===== src/rtl/riscv_pkg.sv =====
// Shared RISC-V front-end definitions: default widths and the PC generator
// state encoding.
package riscv_pkg;

  // Default program-counter width in bits.
  localparam int XLEN_DEF   = 32;
  // Default instruction alignment / sequential increment in bytes.
  localparam int IALIGN_DEF = 4;
  // Default width of the accepted-fetch counter.
  localparam int CNT_W_DEF  = 16;

  // PC generator states: BOOT is the single post-reset bubble, RUN issues
  // addresses, HALT parks the block after a misaligned redirect.
  typedef enum logic [1:0] {
    BOOT = 2'd0,
    RUN  = 2'd1,
    HALT = 2'd2
  } pc_state_e;

endpackage : riscv_pkg


===== src/rtl/pc_gen.sv =====
// Program-counter generator. Issues sequential fetch addresses with a
// valid/ready handshake and applies traps and redirects with a one-cycle
// latency. Traps beat redirects, and redirects beat sequential advance.
// A redirect to a misaligned target is refused: the block flags it, records
// the target and parks in HALT until a trap or reset.
module pc_gen
  import riscv_pkg::*;
#(
  parameter int               XLEN         = XLEN_DEF,
  parameter logic [XLEN-1:0]  RESET_VECTOR = {XLEN{1'b0}},
  parameter int               IALIGN       = IALIGN_DEF,
  parameter int               CNT_W        = CNT_W_DEF
) (
  input  logic              clk,
  input  logic              rst,
  input  logic              halt_i,
  input  logic              redirect_valid_i,
  input  logic [XLEN-1:0]   redirect_pc_i,
  input  logic              trap_valid_i,
  input  logic [XLEN-1:0]   trap_vec_i,
  input  logic              pc_ready_i,
  output logic [XLEN-1:0]   pc_o,
  output logic              pc_valid_o,
  output logic              misalign_o,
  output logic [XLEN-1:0]   misalign_addr_o,
  output logic [CNT_W-1:0]  fetch_cnt_o
);

  // Only halfword (compressed) and word alignment make sense here.
  if ((IALIGN != 2) && (IALIGN != 4)) begin : g_bad_ialign
    $error("pc_gen: IALIGN must be 2 or 4");
  end

  // Low address bits that must be zero for an aligned instruction address.
  localparam logic [XLEN-1:0]  ALIGN_MASK = XLEN'(IALIGN - 1);
  // Sequential step between consecutive fetch addresses.
  localparam logic [XLEN-1:0]  PC_INC     = XLEN'(IALIGN);
  // Counter saturation value.
  localparam logic [CNT_W-1:0] CNT_MAX    = {CNT_W{1'b1}};

  // State and output registers.
  pc_state_e          r_state;
  logic [XLEN-1:0]    r_pc;
  logic               r_misalign;
  logic [XLEN-1:0]    r_misalign_addr;
  logic [CNT_W-1:0]   r_fetch_cnt;

  // Next-state values and combinational helpers.
  pc_state_e          w_state_nxt;
  logic [XLEN-1:0]    w_pc_nxt;
  logic               w_misalign_nxt;
  logic [XLEN-1:0]    w_misalign_addr_nxt;
  logic [CNT_W-1:0]   w_fetch_cnt_nxt;
  logic               w_pc_valid;
  logic               w_handshake;
  logic               w_redirect_aligned;
  logic [XLEN-1:0]    w_trap_pc;

  // Alignment check and trap target with its low alignment bits cleared.
  always_comb begin
    w_redirect_aligned = ((redirect_pc_i & ALIGN_MASK) == {XLEN{1'b0}});
    w_trap_pc          = trap_vec_i & ~ALIGN_MASK;
  end

  // Valid is offered only while running and not stalled by halt_i; a
  // handshake is a valid address that fetch accepts this cycle.
  always_comb begin
    if ((r_state == RUN) && !halt_i) begin
      w_pc_valid = 1'b1;
    end else begin
      w_pc_valid = 1'b0;
    end
    w_handshake = w_pc_valid && pc_ready_i;
  end

  // Next-state, next-PC and misalign-capture decode in priority order.
  always_comb begin
    w_state_nxt         = r_state;
    w_pc_nxt            = r_pc;
    w_misalign_nxt      = 1'b0;
    w_misalign_addr_nxt = r_misalign_addr;
    case (r_state)
      BOOT: begin
        // Single bubble cycle; the reset vector is issued on entry to RUN.
        w_state_nxt = RUN;
        w_pc_nxt    = RESET_VECTOR;
      end
      RUN: begin
        if (trap_valid_i) begin
          w_pc_nxt = w_trap_pc;
        end else if (redirect_valid_i) begin
          if (w_redirect_aligned) begin
            w_pc_nxt = redirect_pc_i;
          end else begin
            // Refuse the target, keep the old PC and park.
            w_state_nxt         = HALT;
            w_misalign_nxt      = 1'b1;
            w_misalign_addr_nxt = redirect_pc_i;
          end
        end else if (w_handshake) begin
          // Wraps naturally modulo 2^XLEN.
          w_pc_nxt = r_pc + PC_INC;
        end else begin
          w_pc_nxt = r_pc;
        end
      end
      HALT: begin
        // Redirects are ignored here; only a trap restarts fetch.
        if (trap_valid_i) begin
          w_state_nxt = RUN;
          w_pc_nxt    = w_trap_pc;
        end else begin
          w_state_nxt = HALT;
        end
      end
      default: begin
        // Unreachable encoding: recover through the boot bubble.
        w_state_nxt = BOOT;
        w_pc_nxt    = RESET_VECTOR;
      end
    endcase
  end

  // Saturating count of accepted fetch handshakes.
  always_comb begin
    if (w_handshake && (r_fetch_cnt != CNT_MAX)) begin
      w_fetch_cnt_nxt = r_fetch_cnt + {{(CNT_W-1){1'b0}}, 1'b1};
    end else begin
      w_fetch_cnt_nxt = r_fetch_cnt;
    end
  end

  // State register; reset overrides every other input.
  always_ff @(posedge clk) begin
    if (rst) begin
      r_state <= BOOT;
    end else begin
      r_state <= w_state_nxt;
    end
  end

  // PC, misalign report and fetch counter registers.
  always_ff @(posedge clk) begin
    if (rst) begin
      r_pc            <= RESET_VECTOR;
      r_misalign      <= 1'b0;
      r_misalign_addr <= {XLEN{1'b0}};
      r_fetch_cnt     <= {CNT_W{1'b0}};
    end else begin
      r_pc            <= w_pc_nxt;
      r_misalign      <= w_misalign_nxt;
      r_misalign_addr <= w_misalign_addr_nxt;
      r_fetch_cnt     <= w_fetch_cnt_nxt;
    end
  end

  assign pc_o            = r_pc;
  assign pc_valid_o      = w_pc_valid;
  assign misalign_o      = r_misalign;
  assign misalign_addr_o = r_misalign_addr;
  assign fetch_cnt_o     = r_fetch_cnt;

endmodule : pc_gen


===== config.mk =====
export PLATFORM = sky130hd
export DESIGN_NAME = pc_gen
export DESIGN_NICKNAME = d
export VERILOG_FILES = /design/src/rtl/riscv_pkg.sv /design/src/rtl/pc_gen.sv
export SDC_FILE = /design/constraint.sdc
export NUM_CORES = 1
export LEC_CHECK = 0
export CORE_ASPECT_RATIO = 1.25
export CORE_UTILIZATION = 47
export CTS_CLUSTER_SIZE = 12
export DETAILED_ROUTE_END_ITERATION = 10
export PLACE_DENSITY = 0.92
export SETUP_SLACK_MARGIN = 0.3
export SKIP_LAST_GASP = 1
export SYNTH_ARGS = -nofsm -noshare
export SYNTH_HDL_FRONTEND = slang
export SYNTH_SLANG_ARGS = --single-unit
export TNS_END_PERCENT = 5

===== constraint.sdc =====
create_clock -name clk -period 2.23 [get_ports clk]
set_input_delay 0.446 -clock clk [delete_from_list [all_inputs] [get_ports clk]]
set_output_delay 0.446 -clock clk [all_outputs]
set_load 0.01 [all_outputs]

# After elaboration in Yosys (flattened, before gate mapping)
# Index checks and enable logic that the tools add are counted.
# classes
bitwise_logic	4
n_mux	13
addsub	2
eq_ne	9
reduce_logical	10
# ops
cell	count
$mux W32	5
$pmux W32 S2	1
$add A32 B3 Y32 const B	1
$logic_not A32 Y1	1
$add A16 B1 Y16 const B	1
$ne A16 B16 Y1 const B	1
$mux W2	4
$ne A2 B2 Y1 const B	4
$ne A4 B4 Y1 const B	2
$pmux W2 S3	1
$reduce_and A3 Y1	2
$not A1 Y1	4
$reduce_and A4 Y1	1
$reduce_or A4 Y1	1
$logic_and A1 B1 Y1	3
$eq A2 B1 Y1 const B	1
$eq A2 B2 Y1 const B	1
$logic_not A2 Y1	1
$mux W1	2
$logic_not A1 Y1	1
# totals
word_cells	43
ff_bits	83

# Depth between registers and ports, before layout
# depth
depth_word	8
ltp_mapped	10

# Worst setup path after synthesis
# No wires, ideal clock.
# synth_timing
kind	register -> register
start	register r_state[1]
end	register r_pc[29], in the netlist pc_o[29]
t_required_ps	2110
setup_ps	120
t_arrival_ps	1840
path_buffers	2
path_stages_with_launch	10
setup_slack_ps	270
cell_sequence	dfxtp_1 -> inv_1 -> ha_1 -> buf_4 -> or3b_1 -> buf_4 -> o21ai_2 -> nor2_2 -> a31o_1 -> a211o_1
# synth_between
elab_chain_len	6
# synth_lines
element	line	text
from (decl)	pc_gen.sv:42	pc_state_e r_state;
from (signal assigned)	pc_gen.sv:138	r_state <= w_state_nxt;
$eq A2 B1 Y1	pc_gen.sv:68, pc_gen.sv:82	
$logic_and A1 B1 Y1	pc_gen.sv:68	if ((r_state == RUN) && !halt_i) begin
$mux W1	pc_gen.sv:68	
$logic_and A1 B1 Y1	pc_gen.sv:73	w_handshake = w_pc_valid && pc_ready_i;
$ne A4 B4 Y1 (no source line)	-	
$reduce_and A3 Y1 (no source line)	-	
to (signal assigned)	pc_gen.sv:150	r_pc <= w_pc_nxt;
to (decl)	pc_gen.sv:43	logic [XLEN-1:0] r_pc;
# Several ways; a longest one is shown, not always the timed one.
# A chain may end at the register's enable or synchronous reset.

# Worst setup path after layout
# layout_timing
start	register r_state[1]
end	register r_pc[26], in the netlist pc_o[26]
# Same word-level chain as after synthesis.

==> implementation parameters <==
Parameter                              Value

Status
  Status    complete, no violations

Floorplanning
  Number of top-level design ports    around 150
  Die Footprint    ~10000 sq um
  Core area    9610 sq um
  Effective utilization at floorplan    about half
  DIE WIDTH    91.1 microns
  Die extent in y    ~110 microns
  Number of placement rows    40

STA
  Share of the clock period used by the worst path    roughly nine tenths
  Unrepaired setup endpoints after global routing    true
  Total of endpoints with negative setup slack in the final report    0
  Post-layout min period    between 2000 and 2500 ps
  Final-report max-slew violation count    0
  Worst clock skew    slightly above 5 ps
  Slew of the pin with the lowest slew margin    627 ps
  Count of final hold-check violations    0
  Worst max-slew margin expressed relative to the limit    between 50 and 60%
  Hold slack final    456 ps
  Max Clock Freq    a little under 500 MHz

Cells and area
  Register cell area after layout    approximately 1700 sq um
  Most common cell after layout, fill and taps aside    sky130_fd_sc_hd__clkdlybuf4s50_1
  Net count reported at finish    between 800 and 900
  Layout cell share with drive strength beyond 1    19.9%
  Layout filler cell count    around 670
  Ant diodes    0
  Final std cells w/o fill    ~950
  Top library cells by usage in the layout, fill and taps aside    145 x sky130_fd_sc_hd__clkdlybuf4s50_1, 95 x sky130_fd_sc_hd__nand2_1, 80 x sky130_fd_sc_hd__buf_4
  Synth-to-layout area growth    59.0%
  Finished layout cell area    between 7000 and 8000 sq um
  Total area of multi-input combinational cells    approximately 3000 sq um

Place
  Weighted congestion reported at the end of routability-driven placement    between 0.9 and 1
  Half-perimeter wire length after placement    between 10 and 15 mm
  Standard cell area after detailed placement    ~6800 sq um
  Count of buffers from port buffering    approximately 150
  Instance count after placement with tap cells included    roughly 910

Critical path
  RR Endpoint    pc_o[26]
  Worst Setup Start Kind    flop
  Type of the setup path with the least slack    flop to flop
  Reg-to-Reg Start    r_state[1]
  Req. time, crit path    roughly 2500 ps
  Worst path buffer plus inverter count    3
  Highest fanout seen on the critical path    6
  Most common cell on crit path    sky130_fd_sc_hd__buf_6
  Internal reg-to-reg setup slack    between 200 and 250 ps
  Cell family with most CP delay    compound AO/OA/AOI/OAI gates
  Arrival time reported for the critical path endpoint    2250 ps
  Delay of the slowest cell on the worst path    420 ps
  Worst r2r path cells    9
  Kind of capture point of the worst setup path    flop
  Worst-path cell chain    inv_4, ha_4, buf_6, or3b_4, o21ai_4, nor2_4, buf_6, a21o_1, a22o_1
  Master of the slowest instance on the critical path    sky130_fd_sc_hd__or3b_4

Routing
  DR WL/cell    about 19 microns
  Initial drt markers    roughly 480
  Total vias in the final route    about 6k
  # DRC    0
  Vias per cell    6.18
  Drt first pass iters    6
  DRT antenna net count    0
  Total Routed Length    about 18 mm

Logic synthesis
  Dominant combinational cell family by area after synthesis    simple AND/OR/NAND/NOR gates
  Leading register cell type out of synthesis    sky130_fd_sc_hd__dfxtp_1
  Adder-cell share of the synthesized area    between 1.5 and 2%
  Async SR Flop Fraction    0%
  Sequential element share of the synthesized area    around 36%
  Synth Cell Area    between 4000 and 5000 sq um
  Count of warnings emitted by yosys    0
  Syn Nets    674
  Synth Area in Compound Gates    approximately a quarter
  Parity-gate share of the synthesized area counting xor and xnor cells    under 10%
  Post-synthesis sequential element count    83
  Simple-gate share of the synthesized area    between 20% and 30%
  Mapped Avg Cell Area    between 7 and 8 sq um
  Share of cell area taken by muxes after synthesis    less than 1%
  Number of flops mapped to enable cells by yosys    0
  Synthesized netlist cell count    between 500 and 600
  Count of unique library cells instantiated by Yosys    just under 80

CTS
  Total number of H-tree levels    3
  CTS buffer count    9
  TritonCTS clock tree    built
  Clock edge transition at the registers on the reported setup and hold paths    60 ps
  Maximum root-to-sink buffer count    2
  # clock sinks    between 80 and 90
  Clock tree root buffer cell    sky130_fd_sc_hd__clkbuf_16
  Clock latency at the later pin of the worst-skew pair    roughly 350 ps

Global routing
  Met2 layer usage reported by global route    approximately 58%
  Via count of the first global-routing pass    roughly 5.6k
  Met3 capacity usage during global routing    around 5.5%
  First-pass GRT wire length    around 28 mm
  Global routing usage on met1    between 40% and 50%
  Layer carrying the most global-route usage    met2
  Antenna violations before repair    0
  Overflow left after global routing    0
  Global router's overall resource usage    between 30% and 40%
  Maximum number of pins on one net before global-route repair    50

Flow run
  Number of max-capacitance violations reported    0

Power and ir drop
  Cell area power density    809 nW/um^2
  Worst supply voltage drop on vdd    about 0.53 mV
  Leak Pwr    2.72 nW
  Overall power    ~6 mW

Worst hold path
  Hold WC Path Type    flop to flop
  Hold wc startpoint    misalign_addr_o[12]
  Hold Path Cell Cnt    2
  Hold EP    misalign_addr_o[12]
-- kinds of logic after synthesis --
logic type	Yosys count
AND/OR/NAND/NOR	264
flip-flops	83
buffers and inverters	50
adder cells (fa/ha/maj)	6
XOR/XNOR	15
AO/OA/AOI/OAI	177
multiplexers	3
-- area by class of cell --
cell class	instances	area share, %
flip-flops and latches	83	22.5
repair buffers	242	30.6
clock inverters	5	0.708
well taps	126	2.13
multi-input cells	466	40.0
clock buffers	11	3.27
inverters	14	0.742
-- timing repair --
item                       in CTS  in global routing
cloned                          1                  0
pin swaps                       6                 15
hold buffers                    0                  0
buffers inserted               10                  9
gates resized for setup        13                 46
setup endpoints to repair      66                 68
-- where the power goes --
group / internal (mW) / total [mW] / switching (mW)
registers: 1.61 / 1.77 / 0.154
clock network: 0.893 / 1.51 / 0.620
logic: 1.34 / 2.73 / 1.39
total: 3.84 / 6.00 / 2.16
-- worst register-to-register path, delay by kind of cell, from the launching register on --
family | cells | cell delay (ps)
flops | 1 | 340
simple gates | 2 | 520
buf+inv | 3 | 320
fa+ha+maj | 1 | 160
compound gates | 3 | 560
-- worst max-delay path by stage --
stage                     startpoint  endpoint  slack [ps]  cells after the start
floorplan                 r_state[1]  pc_o[29]         310                      9
global placement    redirect_valid_i  pc_o[12]        -110                      7
detailed placement  redirect_valid_i  pc_o[12]        -160                      7
CTS                 redirect_valid_i  pc_o[12]         170                      7
global route              r_state[1]  pc_o[26]         170                      9
finish                    r_state[1]  pc_o[26]         210                      9
-- stage by stage --
stage | TNS, ps | worst slack (ps) | util, %
6_report | 0 | 215 | 77.2
3_3_place_gp | -1680 | -112 | 70.5
5_1_grt | 0 | 168 | 77.2
2_1_floorplan | 0 | 306 | -
4_1_cts | 0 | 174 | 74.7
3_5_place_dp | -4980 | -162 | 70.5
-- cell usage after synthesis (4+ instances only) --
cell type | instances | area, sq um
sky130_fd_sc_hd__clkbuf_1 | 25 | 93.8
sky130_fd_sc_hd__a22o_1 | 8 | 70.1
sky130_fd_sc_hd__xor2_1 | 14 | 123
sky130_fd_sc_hd__nor3_1 | 11 | 55.1
sky130_fd_sc_hd__dfxtp_1 | 83 | 1660
sky130_fd_sc_hd__buf_2 | 8 | 40.0
sky130_fd_sc_hd__o21ai_0 | 33 | 165
sky130_fd_sc_hd__a222oi_1 | 4 | 40.0
sky130_fd_sc_hd__nand2_1 | 97 | 364
sky130_fd_sc_hd__nand3_1 | 26 | 130
sky130_fd_sc_hd__nand2b_1 | 11 | 68.8
sky130_fd_sc_hd__nor4_1 | 7 | 43.8
sky130_fd_sc_hd__inv_1 | 13 | 48.8
sky130_fd_sc_hd__a22oi_1 | 10 | 75.1
sky130_fd_sc_hd__o31ai_1 | 6 | 45.0
sky130_fd_sc_hd__ha_1 | 6 | 75.1
sky130_fd_sc_hd__a21oi_1 | 52 | 260
sky130_fd_sc_hd__nor2_1 | 50 | 188
sky130_fd_sc_hd__and4_1 | 6 | 52.6
sky130_fd_sc_hd__a31oi_1 | 10 | 62.6
sky130_fd_sc_hd__nor2b_1 | 6 | 37.5
sky130_fd_sc_hd__o22ai_1 | 5 | 31.3
sky130_fd_sc_hd__and2_1 | 6 | 37.5
sky130_fd_sc_hd__nand4_1 | 16 | 100
-- per-layer routing --
metal	share of wire, %	up-vias
met4	4.6	0
met2	49	398
met1	37	2730
li1	-	2633
met3	8.9	89
met5	0	-
-- state kept, by name (all words and copies together), names as in the netlist --
register / cells
fetch_cnt_o: 16
misalign_addr_o: 32
misalign_o: 1
pc_o: 32
r_state: 2
Note: power is estimated with default switching activity, not from simulation.
